$ cat config.mk
export PLATFORM = sky130hd
export DESIGN_NAME = sys_cmd_ctrl
export DESIGN_NICKNAME = d
export VERILOG_FILES = /design/src/rtl/sys_cmd_ctrl.sv
export SDC_FILE = /design/constraint.sdc
export NUM_CORES = 1
export LEC_CHECK = 0
export CAP_MARGIN = 20
export CORE_MARGIN = 2
export CORE_UTILIZATION = 35
export CTS_CLUSTER_DIAMETER = 40
export DETAILED_ROUTE_END_ITERATION = 8
export SETUP_SLACK_MARGIN = 0.2
export SLEW_MARGIN = 0
export SYNTH_ARGS = -nofsm -noshare
export SYNTH_HDL_FRONTEND = slang
export SYNTH_SLANG_ARGS = --single-unit
$ cat constraint.sdc
create_clock -name CLK -period 1.9 [get_ports CLK]
set_input_delay 0.475 -clock CLK [delete_from_list [all_inputs] [get_ports CLK]]
set_output_delay 0.475 -clock CLK [all_outputs]
set_load 0.02 [all_outputs]
$ cat src/rtl/sys_cmd_ctrl.sv
// Command controller that decodes UART command frames, sequences RF reads and writes
// and ALU operations, and returns results to the UART transmitter as byte frames.
module sys_cmd_ctrl #(
   parameter int DATA_WIDTH = 8,
   parameter int ADDR_WIDTH = 4,
   parameter int FUN_WIDTH  = 4
) (
   input  logic                    CLK,
   input  logic                    RST,
   input  logic [DATA_WIDTH-1:0]   RX_P_DATA,
   input  logic                    RX_D_VLD,
   output logic [ADDR_WIDTH-1:0]   RF_ADDR,
   output logic                    RF_WR_EN,
   output logic                    RF_RD_EN,
   output logic [DATA_WIDTH-1:0]   RF_WR_DATA,
   input  logic [DATA_WIDTH-1:0]   RF_RD_DATA,
   input  logic                    RF_RD_VLD,
   output logic                    ALU_EN,
   output logic [FUN_WIDTH-1:0]    ALU_FUN,
   input  logic [2*DATA_WIDTH-1:0] ALU_OUT,
   input  logic                    ALU_OUT_VLD,
   output logic                    CLK_GATE_EN,
   output logic [DATA_WIDTH-1:0]   TX_P_DATA,
   output logic                    TX_D_VLD,
   input  logic                    TX_FULL
);

   localparam logic [DATA_WIDTH-1:0] CMD_WR     = DATA_WIDTH'(8'hAA);
   localparam logic [DATA_WIDTH-1:0] CMD_RD     = DATA_WIDTH'(8'hBB);
   localparam logic [DATA_WIDTH-1:0] CMD_ALU_OP = DATA_WIDTH'(8'hCC);
   localparam logic [DATA_WIDTH-1:0] CMD_ALU_NO = DATA_WIDTH'(8'hDD);

   typedef enum logic [3:0] {
      IDLE, WR_ADDR, WR_DATA, RD_ADDR, RD_WAIT, OPA, OPB, FUN, ALU_WAIT, TX_LSB, TX_MSB
   } state_t;

   state_t                  state_q, state_d;
   logic [ADDR_WIDTH-1:0]   addr_q, addr_d;
   logic [2*DATA_WIDTH-1:0] result_q, result_d;
   logic                    alu_op_q, alu_op_d;
   logic [ADDR_WIDTH-1:0]   rf_addr_q, rf_addr_d;
   logic                    rf_wr_en_q, rf_wr_en_d;
   logic                    rf_rd_en_q, rf_rd_en_d;
   logic [DATA_WIDTH-1:0]   rf_wr_data_q, rf_wr_data_d;
   logic                    alu_en_q, alu_en_d;
   logic [FUN_WIDTH-1:0]    alu_fun_q, alu_fun_d;
   logic                    clk_gate_en_q, clk_gate_en_d;
   logic [DATA_WIDTH-1:0]   tx_data_q, tx_data_d;
   logic                    tx_vld_q, tx_vld_d;

   always_ff @(posedge CLK or negedge RST) begin
      if (!RST) begin
         state_q       <= IDLE;
         addr_q        <= '0;
         result_q      <= '0;
         alu_op_q      <= 1'b0;
         rf_addr_q     <= '0;
         rf_wr_en_q    <= 1'b0;
         rf_rd_en_q    <= 1'b0;
         rf_wr_data_q  <= '0;
         alu_en_q      <= 1'b0;
         alu_fun_q     <= '0;
         clk_gate_en_q <= 1'b0;
         tx_data_q     <= '0;
         tx_vld_q      <= 1'b0;
      end else begin
         state_q       <= state_d;
         addr_q        <= addr_d;
         result_q      <= result_d;
         alu_op_q      <= alu_op_d;
         rf_addr_q     <= rf_addr_d;
         rf_wr_en_q    <= rf_wr_en_d;
         rf_rd_en_q    <= rf_rd_en_d;
         rf_wr_data_q  <= rf_wr_data_d;
         alu_en_q      <= alu_en_d;
         alu_fun_q     <= alu_fun_d;
         clk_gate_en_q <= clk_gate_en_d;
         tx_data_q     <= tx_data_d;
         tx_vld_q      <= tx_vld_d;
      end
   end

   always_comb begin
      state_d      = state_q;
      addr_d       = addr_q;
      result_d     = result_q;
      alu_op_d     = alu_op_q;
      rf_addr_d    = rf_addr_q;
      rf_wr_en_d   = 1'b0;
      rf_rd_en_d   = 1'b0;
      rf_wr_data_d = rf_wr_data_q;
      alu_en_d     = 1'b0;
      alu_fun_d    = alu_fun_q;
      tx_data_d    = tx_data_q;
      tx_vld_d     = 1'b0;

      unique case (state_q)
         IDLE: begin
            if (RX_D_VLD) begin
               if (RX_P_DATA == CMD_WR)          state_d = WR_ADDR;
               else if (RX_P_DATA == CMD_RD)     state_d = RD_ADDR;
               else if (RX_P_DATA == CMD_ALU_OP) state_d = OPA;
               else if (RX_P_DATA == CMD_ALU_NO) state_d = FUN;
            end
         end
         WR_ADDR: begin
            if (RX_D_VLD) begin
               addr_d  = RX_P_DATA[ADDR_WIDTH-1:0];
               state_d = WR_DATA;
            end
         end
         WR_DATA: begin
            if (RX_D_VLD) begin
               rf_addr_d    = addr_q;
               rf_wr_data_d = RX_P_DATA;
               rf_wr_en_d   = 1'b1;
               state_d      = IDLE;
            end
         end
         RD_ADDR: begin
            if (RX_D_VLD) begin
               addr_d     = RX_P_DATA[ADDR_WIDTH-1:0];
               rf_addr_d  = RX_P_DATA[ADDR_WIDTH-1:0];
               rf_rd_en_d = 1'b1;
               state_d    = RD_WAIT;
            end
         end
         RD_WAIT: begin
            if (RF_RD_VLD) begin
               result_d = {{DATA_WIDTH{1'b0}}, RF_RD_DATA};
               alu_op_d = 1'b0;
               state_d  = TX_LSB;
            end
         end
         OPA: begin
            if (RX_D_VLD) begin
               rf_addr_d    = '0;
               rf_wr_data_d = RX_P_DATA;
               rf_wr_en_d   = 1'b1;
               state_d      = OPB;
            end
         end
         OPB: begin
            if (RX_D_VLD) begin
               rf_addr_d    = ADDR_WIDTH'(1);
               rf_wr_data_d = RX_P_DATA;
               rf_wr_en_d   = 1'b1;
               state_d      = FUN;
            end
         end
         FUN: begin
            if (RX_D_VLD) begin
               alu_fun_d = RX_P_DATA[FUN_WIDTH-1:0];
               alu_en_d  = 1'b1;
               state_d   = ALU_WAIT;
            end
         end
         ALU_WAIT: begin
            if (ALU_OUT_VLD) begin
               result_d = ALU_OUT;
               alu_op_d = 1'b1;
               state_d  = TX_LSB;
            end
         end
         TX_LSB: begin
            if (!TX_FULL) begin
               tx_data_d = result_q[DATA_WIDTH-1:0];
               tx_vld_d  = 1'b1;
               state_d   = alu_op_q ? TX_MSB : IDLE;
            end
         end
         TX_MSB: begin
            // Skip the cycle right after the low-byte push so TX_FULL can reflect it.
            if (!TX_FULL && !tx_vld_q) begin
               tx_data_d = result_q[2*DATA_WIDTH-1:DATA_WIDTH];
               tx_vld_d  = 1'b1;
               state_d   = IDLE;
            end
         end
         default: state_d = IDLE;
      endcase

      clk_gate_en_d = (state_d == FUN) || (state_d == ALU_WAIT);
   end

   assign RF_ADDR     = rf_addr_q;
   assign RF_WR_EN    = rf_wr_en_q;
   assign RF_RD_EN    = rf_rd_en_q;
   assign RF_WR_DATA  = rf_wr_data_q;
   assign ALU_EN      = alu_en_q;
   assign ALU_FUN     = alu_fun_q;
   assign CLK_GATE_EN = clk_gate_en_q;
   assign TX_P_DATA   = tx_data_q;
   assign TX_D_VLD    = tx_vld_q;

endmodule

==> impl_results.md, run 1 <==
- FF-to-FF End: CLK_GATE_EN
- Post-layout minimum cycle time: 1.830 ns
- Num CTS Buffers: 5
- Register area share after synthesis: 51.77%
- Slew Limit Fails: 0
- DRT Wirelength: 6.446 mm
- DP Area: 3660 um^2
- Outcome: finished, final reports clean
- Bufs on Longest Clock Path: 2
- Reg area: 1355 um^2
- Period utilisation layout: 96.29%
- Most common cell after layout, fill and taps aside: dfrtp_1
- CP arrival: 2.06 ns
- Max-slew headroom: 68.30%
- Worst Setup Start Kind: register
- Max VDD drop: 0.0007782 V
- Cell variety after synth: 47
- Max cap viols: 0
- Root Driver: clkbuf_8
- Routed via count: 2148
- H-Tree Depth: 2
- Die Ht: 90.36 um
- Clk Latency, worst-skew pair: 0.31 ns
- Cell chain of the critical path: or4_4, a211oi_4, nand3_2, a221o_1, mux2i_1
- HP Class: in -> async
- Worst Path Buf+Inv: 0
- IO Count: 67
- Area added between synthesis and finish: 49.86%
- Worst-Margin Slew: 0.4754 ns
- WS Path Type: reg -> reg
- Final Cell Area: 3911 um^2
- CTS Sinks: 54
- DRT antenna net count: 0
- Worst path slowest cell: or4_4
- Yosys reg bits: 54
- Setup TNS: 0 ns
- F_max: 546.6 MHz
- Pre-CTS WS: -0.4461 ns
- Crit path required time: 2.13 ns
- Multi-input gate area: 1280 um^2
- Antenna violations before repair: 0
- CP endpoint: CLK_GATE_EN
- Gr usage total: 16.48%
- Dominant cell type by area after synthesis: dfrtp_1
- CP max stage delay: 0.55 ns
- Crit path max fanout: 5
- Worst clock skew: 0.007649 ns
- Most frequent cells in the layout: 51 x dfrtp_1, 37 x dlygate4sd2_1, 35 x buf_4
- Final Setup Violations: 0
- Layout cells sized above 1: 29.12%
- Worst-path clk slew: 0.10 ns
- DR WL/cell: 14.68 um
- DRC errors left: 0
- Fillers: 685
- Synthesis Warnings: 0
- DR vias/cell: 4.893
- Syn Area/Cell: 11.11 um^2
- Vias in the first global route: 2274
- Post-synth ARST share: 100.0%
- Synthesized Nets: 273
- DIE AREA: 8164 um^2
- Hold slack: 0.1075 ns
- Top_reg_cell synth: dfrtp_1
- Grt total ovfl: 0
- Final worst setup slack: 0.07049 ns
- Final net count: 377
- Mapped Area: 2610 um^2
- Area contributors post-synth: dfrtp_1 52%, mux2_2 6.9%, mux2i_1 6.5%
- First-pass GRT wire length: 10.93 mm
- CP startpoint: state_q[1]
- Placer Congestion: 0.8062
- R2R depth: 5
- Reg2Reg Setup Slack: 0.07 ns
- CTS tree: built
- Crit end category: register
- Number of DRC markers in iteration 0: 51
- DRT Pass-1 Iters: 4
- Largest net degree at the start of global routing: 25
- Worst path depth: 5
- Syn Inst Count: 235
- Port Buf Inserts: 66
- CORE AREA: 7253 um^2
- Yosys top cell area share: 51.77%
- RSZ-0062 raised after global routing: yes
- Final HPWL DP: 4.805 mm
- Final hold vios: 0
- Number of synthesized flops with an enable pin: 0
- Die X: 90.36 um
- Leakage: 1.827 nW
- Initial Utilization: 35.98%
- Top delay family on crit path: simple AND/OR/NAND/NOR gates
- Power Density: 1215 nW/um^2
- R2R Path Start: state_q[1]
- Hold buffers post-CTS: 0
- ANT cells: 0
- Row count: 31
metal layers:
| layer | vias up | global-route usage, % | wire length [um] | share of wire [%] |
|---|---|---|---|---|
| li1 | 1051 | - | - | - |
| met1 | 1050 | 22.24 | 3077 | 48 |
| met2 | 40 | 26.38 | 2985 | 46 |
| met3 | 7 | 3.756 | 276 | 4.3 |
| met4 | 0 | 5.256 | 107 | 1.7 |
| met5 | - | 0 | 0 | 0 |
cell usage after synthesis, types with 2 or more instances:
master / n
mux2i_1: 17
o21ai_0: 16
nor3_1: 2
or2_1: 2
buf_2: 5
and3_1: 3
nand2_1: 25
dfrtp_1: 54
o21ai_1: 7
a21oi_1: 6
nor2_2: 2
clkbuf_1: 7
nand3_1: 3
nand2b_1: 5
o211ai_1: 2
inv_1: 4
nor2b_1: 4
mux2_2: 16
mux2_1: 4
a22o_1: 11
nor2_1: 9
o32a_1: 2
nand4bb_1: 4
a221o_1: 2
sequential cells by signal, summed over array words and instances (netlist names):
| register | cells |
|---|---|
| result_q | 16 |
| alu_op_q | 1 |
| TX_D_VLD | 1 |
| RF_RD_EN | 1 |
| TX_P_DATA | 8 |
| ALU_EN | 1 |
| RF_WR_DATA | 8 |
| ALU_FUN | 4 |
| CLK_GATE_EN | 1 |
| RF_ADDR | 4 |
| RF_WR_EN | 1 |
| state_q | 4 |
| addr_q | 4 |
area by class of cell:
type	instances	share of cell area, %
Tap cell	99	3.167
Timing Repair Buffer	112	26.65
Clock buffer	7	2.207
Sequential cell	54	34.64
Inverter	4	0.3839
Multi-Input combinational cell	162	32.73
Clock inverter	1	0.2239
what timing repair did:
action | CTS | global route
resized for setup | 53 | 13
pin swaps | 7 | 4
gates cloned | 1 | 0
buffers inserted | 10 | 1
setup endpoints to repair | 51 | 42
power breakdown:
group	switching, mW	leakage, nW	internal (mW)
clock network	0.368	0.0489	0.302
registers	0.257	0.703	1.56
logic	1.05	1.08	1.21
total	1.68	1.83	3.07
worst min-delay path by stage:
| stage | cells past startpoint | end | slack, ns | start |
|---|---|---|---|---|
| finish | 1 | result_q[5] | 0.11 | RST |
| global route | 1 | TX_P_DATA[5] | 0.14 | RST |
| CTS | 1 | result_q[5] | 0.12 | RST |
| detailed placement | 1 | result_q[5] | 0.46 | RST |
| global placement | 1 | TX_P_DATA[5] | 0.46 | RST |
| floorplan | 0 | ALU_EN | 0.18 | RST |
logic make-up (layout without fill, tap and decap cells):
group / count (synthesis) / in the layout / synth area share, %
AND/OR/NAND/NOR: 70 / 70 / 14.81
AO/OA/AOI/OAI: 54 / 54 / 14.53
flip-flops: 54 / 54 / 51.77
multiplexers: 37 / 37 / 15.15
buffers and inverters: 19 / 124 / 3.403
XOR/XNOR: 1 / 1 / 0.3356
per-stage QoR:
step / std cells / power, mW / utilization, %
finish: 439 / 4.752 / 53.92
global route: 439 / 5.074 / 53.92
CTS: 438 / 4.718 / 53.25
detailed placement: 419 / 4.025 / 50.46
global placement: 419 / 3.997 / 50.46
floorplan: 235 / 3.085 / -
No activity file was read; power rests on OpenSTA's default activity.
==> run 2, diff against run 1 <==
- ABC_AREA: default -> 0
- RECOVER_POWER: default -> 25
==> run 2 against run 1 <==
  * Total power hardly changed
  * Register-to-register slack barely moved
  * Flip-flop and latch count did not move
  * First-iteration DRC count grew 39%
  * Critical path type unchanged
==> impl_results.md, run 2 (same netlist as run 1, synthesis figures left out) <==
- DRT antenna net count: 0 (unchanged)
- Routed via count: 2151 (+0.14%)
- CTS Sinks: 54 (unchanged)
- Final hold vios: 0 (unchanged)
- GRT Max-Usage Layer: met2
- RSZ-0062 raised after global routing: yes
- Placer Congestion: 0.8062 (unchanged)
- Number of DRC markers in iteration 0: 71 (+39%)
- Met2 GRT Util: 26.38% (unchanged)
- Power Total: 4.752 mW (about the same)
- Worst clock skew: 0.008221 ns (+0.0005721 ns)
- Max cap viols: 0 (unchanged)
- Max-slew headroom: 24.85% (-43 points)
- F_max: 546.3 MHz (about the same)
- Layout cells sized above 1: 28.82% (-0.29 points)
- Met1 usage: 22.24% (unchanged)
- Crit end category: register
- CP arrival: 2.06 ns (about the same)
- Most common cell after layout, fill and taps aside: dfrtp_1
- DIE AREA: 8164 um^2 (unchanged)
- Port Buf Inserts: 66 (unchanged)
- Slew Limit Fails: 0 (unchanged)
- Reg area: 1355 um^2 (unchanged)
- Power Density: 1217 nW/um^2 (+0.17%)
- Post-layout minimum cycle time: 1.830 ns (+0.0009266 ns)
- Gr usage total: 16.48% (unchanged)
- Largest net degree at the start of global routing: 25 (unchanged)
- Die Ht: 90.36 um (unchanged)
- DR WL/cell: 14.70 um (+0.11%)
- Crit path max fanout: 5 (unchanged)
- ANT cells: 0 (unchanged)
- DRC errors left: 0 (unchanged)
- Most frequent cells in the layout: 51 x dfrtp_1, 37 x dlygate4sd2_1, 33 x buf_4
- R2R Path Start: state_q[1]
- H-Tree Depth: 2 (unchanged)
- Worst-path clk slew: 0.10 ns (about the same)
- WS Path Type: reg -> reg
- First-pass GRT wire length: 10.93 mm (unchanged)
- Final HPWL DP: 4.805 mm (unchanged)
- Multi-input gate area: 1280 um^2 (unchanged)
- Cell Count, Final, Fillers Out: 439 (unchanged)
- Reg with most FFs: result_q
- DR vias/cell: 4.900 (+0.14%)
- Die X: 90.36 um (unchanged)
- DRT Pass-1 Iters: 4 (unchanged)
- Root Driver: clkbuf_8
- Final Setup Violations: 0 (unchanged)
- Row count: 31 (unchanged)
- Worst-Margin Slew: 1.127 ns (+0.6519 ns)
- Antenna violations before repair: 0 (unchanged)
- Max reg flops: 16 (unchanged)
- Max VDD drop: 0.0007777 V (about the same)
- Crit path required time: 2.13 ns (about the same)
- Vias in the first global route: 2274 (unchanged)
- Leakage: 1.823 nW (-0.22%)
- Grt total ovfl: 0 (unchanged)
- DRT Wirelength: 6.453 mm (+0.11%)
- Period utilisation layout: 96.34% (about the same)
- Bufs on Longest Clock Path: 2 (unchanged)
- CORE AREA: 7253 um^2 (unchanged)
- Fillers: 686 (+0.15%)
- Worst Setup Start Kind: register
- CP startpoint: state_q[1]
- IO Count: 67 (unchanged)
- Outcome: finished, final reports clean
- CTS tree: built
- HP Class: in -> async
- Area added between synthesis and finish: 49.62%
- Clk Latency, worst-skew pair: 0.31 ns (about the same)
- Initial Utilization: 35.98% (unchanged)
- Final net count: 377 (unchanged)
- Placed instance count: 419 (unchanged)
- Num CTS Buffers: 5 (unchanged)
- Grt met3 use: 3.756% (unchanged)
-- run 2: changes by cell type in the layout (fill, tap and decap cells not counted) --
| cell | change |
|---|---|
| buf_4 | -2 |
| clkbuf_2 | +2 |
| buf_2 | -1 |
| clkbuf_1 | +1 |
-- run 2: final cells by class --
cell class / count / area share, %
sequential: 54 / 34.70
multi-input combinational: 162 / 32.78
timing repair buffer: 112 / 26.53
tap: 99 / 3.172
clock buffer: 7 / 2.211
inverter: 4 / 0.3845
clock inverter: 1 / 0.2243
-- run 2: final timing paths --
path	endpoint	slack [ns]	cells after the start
worst min-delay path	result_q[5]	0.35	1
max in group asynchronous	RF_WR_DATA[7]	0.50	2
worst max register to register	CLK_GATE_EN	0.07	5
worst min register to register	TX_P_DATA[7]	0.48	2
worst max-delay path	CLK_GATE_EN	0.07	5
min in group CLK	TX_P_DATA[7]	0.48	2
-- run 2: what timing repair did --
item / 4_1_cts / 5_1_grt
resized for setup: 53 / 13
pin swaps: 7 / 4
buffers inserted: 10 / 1
setup endpoints to repair: 51 / 42
gates cloned: 1 / 0
hold buffers: 0 / 0
-- run 2: metrics by stage --
stage                     hold WS (ns)  worst slack (ns)  utilization [%]  area [um^2]   TNS, ns
final                           0.3539           0.06956            53.84         3905         0
after floorplan                 0.1794            0.1093                -         2663         0
after global routing            0.4585          -0.02747            53.84         3905  -0.02747
after global placement          0.4606           -0.3781            50.46         3660    -3.912
after detailed placement        0.4557           -0.4461            50.46         3660    -4.031
after CTS                       0.1158           0.05591            53.25         3862         0
-- run 2: layer usage --
layer  routed length [um]  vias up  share of wire (%)
met5                    0        -                  0
met4                  107        0                1.7
met3                  279        7                4.3
met2                 2970       49                 46
met1                 3096     1042                 48
li1                     -     1053                  -
-- run 2: report_power, final --
group | internal [mW] | leakage (nW) | switching (mW) | total (mW)
Sequential | 1.56 | 0.703 | 0.258 | 1.82
Clock | 0.302 | 0.0489 | 0.368 | 0.670
Combinational | 1.21 | 1.07 | 1.06 | 2.27
Total | 3.07 | 1.82 | 1.68 | 4.75
-- run 2: critical path, cell delays in order (launching register included) --
cell	delay, ns
dfrtp_2	0.45
or4_4	0.55
a211oi_4	0.21
nand3_2	0.10
a221o_1	0.29
mux2i_1	0.15
==> run 3, diff against run 2 <==
- clock period: 1.9 -> 1.8 ns (I/O delays scaled with it)
==> run 3 against run 2 <==
  * Largest power group unchanged
  * Final area grew 2.6%
  * Critical path depth grew 1
  * Clock skew grew 0.00081 ns
  * Cell count grew 0.23%
  * The flow now finishes with violations (negative setup slack)
  * Wire length grew 1.4%
==> impl_results.md, run 3 (same netlist as run 1, synthesis figures left out) <==
- CP arrival: 2.09 ns (+0.03 ns)
- Power Density: 1284 nW/um^2 (+5.5%)
- Cell chain of the critical path: clkdlybuf4s50_1, xnor2_2, nor4b_2, a211o_1, a221o_1, mux2i_1
- Largest net degree at the start of global routing: 28 (+12%)
- Comb pwr share: 48.7% (+1.0 points)
- Crit path max fanout: 3 (-2)
- Worst-path clk slew: 0.09 ns (about the same)
- Routed via count: 2128 (-1.1%)
- Row count: 31 (unchanged)
- Root Driver: clkbuf_8
- CTS tree: built
- Port Buf Inserts: 66 (unchanged)
- Reg2Reg Setup Slack: -0.04 ns (-0.11 ns)
- Max VDD drop: 0.0005790 V (-26%)
- Cell internal pwr: 3.334 mW (+8.6%)
- Max cap viols: 0 (unchanged)
- Layout cells sized above 1: 29.03% (+0.21 points)
- Most common cell after layout, fill and taps aside: dfrtp_1
- Worst-Margin Slew: 1.145 ns (+0.01771 ns)
- Antenna violations before repair: 0 (unchanged)
- FF-to-FF End: CLK_GATE_EN
- Hold buffers post-CTS: 0 (unchanged)
- Pre-CTS WS: -0.4756 ns (-0.02959 ns)
- Max-slew headroom: 23.67% (-1.2 points)
- Power Total: 5.143 mW (+8.2%)
- Fillers: 659 (-3.9%)
- Placer Congestion: 0.8482 (+5.2%)
- R2R depth: 6 (+1)
- Initial Utilization: 35.98% (unchanged)
- Max reg flops: 16 (unchanged)
- WS Path Type: in -> reg
- Number of DRC markers in iteration 0: 75 (+5.6%)
- Die Ht: 90.36 um (unchanged)
- DRC errors left: 0 (unchanged)
- Vias in the first global route: 2142 (-5.8%)
- R2R Path Start: state_q[2]
- Switching Power: 1.809 mW (+7.6%)
- Final HPWL DP: 4.832 mm (+0.54%)
- DRT Wirelength: 6.542 mm (+1.4%)
- Net Sw Frac: 35.18% (-0.21 points)
- DR vias/cell: 4.836 (-1.3%)
- Worst clock skew: 0.009030 ns (+0.0008085 ns)
- Period utilisation layout: 103.2%
- Area added between synthesis and finish: 53.50%
- Top delay family on crit path: compound AO/OA/AOI/OAI gates
- Leakage: 1.855 nW (+1.8%)
- HP Class: in -> async
- Num CTS Buffers: 5 (unchanged)
- Most frequent cells in the layout: 51 x dfrtp_1, 33 x dlygate4sd2_1, 31 x clkdlybuf4s50_1
- CP startpoint: RX_P_DATA[4]
- DRT antenna net count: 0 (unchanged)
- ANT cells: 0 (unchanged)
- Crit path required time: 2.03 ns (-0.10 ns)
- Clk Latency, worst-skew pair: 0.31 ns (about the same)
- Failing checks: negative setup slack
- DP Area: 3697 um^2 (+1.0%)
- Final Setup Violations: 1 (+1)
- Cell Count, Final, Fillers Out: 440 (+0.23%)
- DR WL/cell: 14.87 um (+1.1%)
- Final Cell Area: 4006 um^2 (+2.6%)
- Final worst setup slack: -0.05688 ns (-0.1264 ns)
- Hold slack: 0.3391 ns (-0.01477 ns)
- CP max stage delay: 0.51 ns (-0.04 ns)
- CTS Sinks: 54 (unchanged)
- Outcome: finished, violations left
- Slew Limit Fails: 0 (unchanged)
- IO Count: 67 (unchanged)
- Core Util, Final: 55.24% (+1.4 points)
- Final net count: 378 (+0.27%)
- Multi-input gate area: 1349 um^2 (+5.4%)
- Post-layout minimum cycle time: 1.857 ns
- DRT Pass-1 Iters: 4 (unchanged)
- Setup TNS: -0.05688 ns (-0.05688 ns)
- Die X: 90.36 um (unchanged)
- First-pass GRT wire length: 11.02 mm (+0.82%)
- CORE AREA: 7253 um^2 (unchanged)
- Crit end category: register
- Share of power burned in registers: 37.4% (-0.8 points)
- Grt total ovfl: 0 (unchanged)
- DIE AREA: 8164 um^2 (unchanged)
- F_max: 538.5 MHz
- Gr usage total: 16.54% (+0.060 points)
- Worst Setup Start Kind: input pin
- Worst path slowest cell: clkdlybuf4s50_1
- Reg area: 1355 um^2 (unchanged)
- RSZ-0062 raised after global routing: yes
- Bufs on Longest Clock Path: 2 (unchanged)
- H-Tree Depth: 2 (unchanged)
- Placed instance count: 424 (+1.2%)
- Final hold vios: 0 (unchanged)
- Worst Path Buf+Inv: 1 (+1)
- Clock Power Share: 13.9% (-0.2 points)
- Reg with most FFs: result_q
[run 3: how the worst max path moves through the flow]
| stage | to | cells past startpoint |
|---|---|---|
| global route | CLK_GATE_EN | 6 |
| CTS | CLK_GATE_EN | 6 |
| global placement | CLK_GATE_EN | 6 |
| finish | CLK_GATE_EN | 6 |
| floorplan | CLK_GATE_EN | 6 |
| detailed placement | CLK_GATE_EN | 6 |
[run 3: layout make-up]
type	instances	share of cell area (%)
Multi-Input combinational cell	162	33.67
Sequential cell	54	33.82
Clock inverter	1	0.2186
Tap cell	99	3.092
Clock buffer	7	2.155
Timing Repair Buffer	113	26.67
Inverter	4	0.3748
[run 3: power by group through the flow]
| stage | clock network (mW) | registers, mW | logic (mW) |
|---|---|---|---|
| floorplan | 0 | 2.09 | 1.17 |
| finish | 0.715 | 1.92 | 2.51 |
| global route | 0.774 | 1.97 | 2.71 |
| detailed placement | 0 | 1.94 | 2.33 |
| global placement | 0 | 1.93 | 2.31 |
| CTS | 0.744 | 1.93 | 2.43 |
[run 3: metal layers]
metal  global-route usage, %  routed length (um)
met1                   24.46                3342
met4                   4.231                  24
met2                   25.00                2966
met3                   3.088                 208
met5                       0                   0
[run 3: repair_timing]
| action | 4_1_cts | 5_1_grt |
|---|---|---|
| endpoints found under the setup margin | 76 | 48 |
| buffers inserted | 5 | 2 |
| cloned | 1 | 0 |
| pin swaps | 16 | 6 |
| gates resized for setup | 70 | 24 |
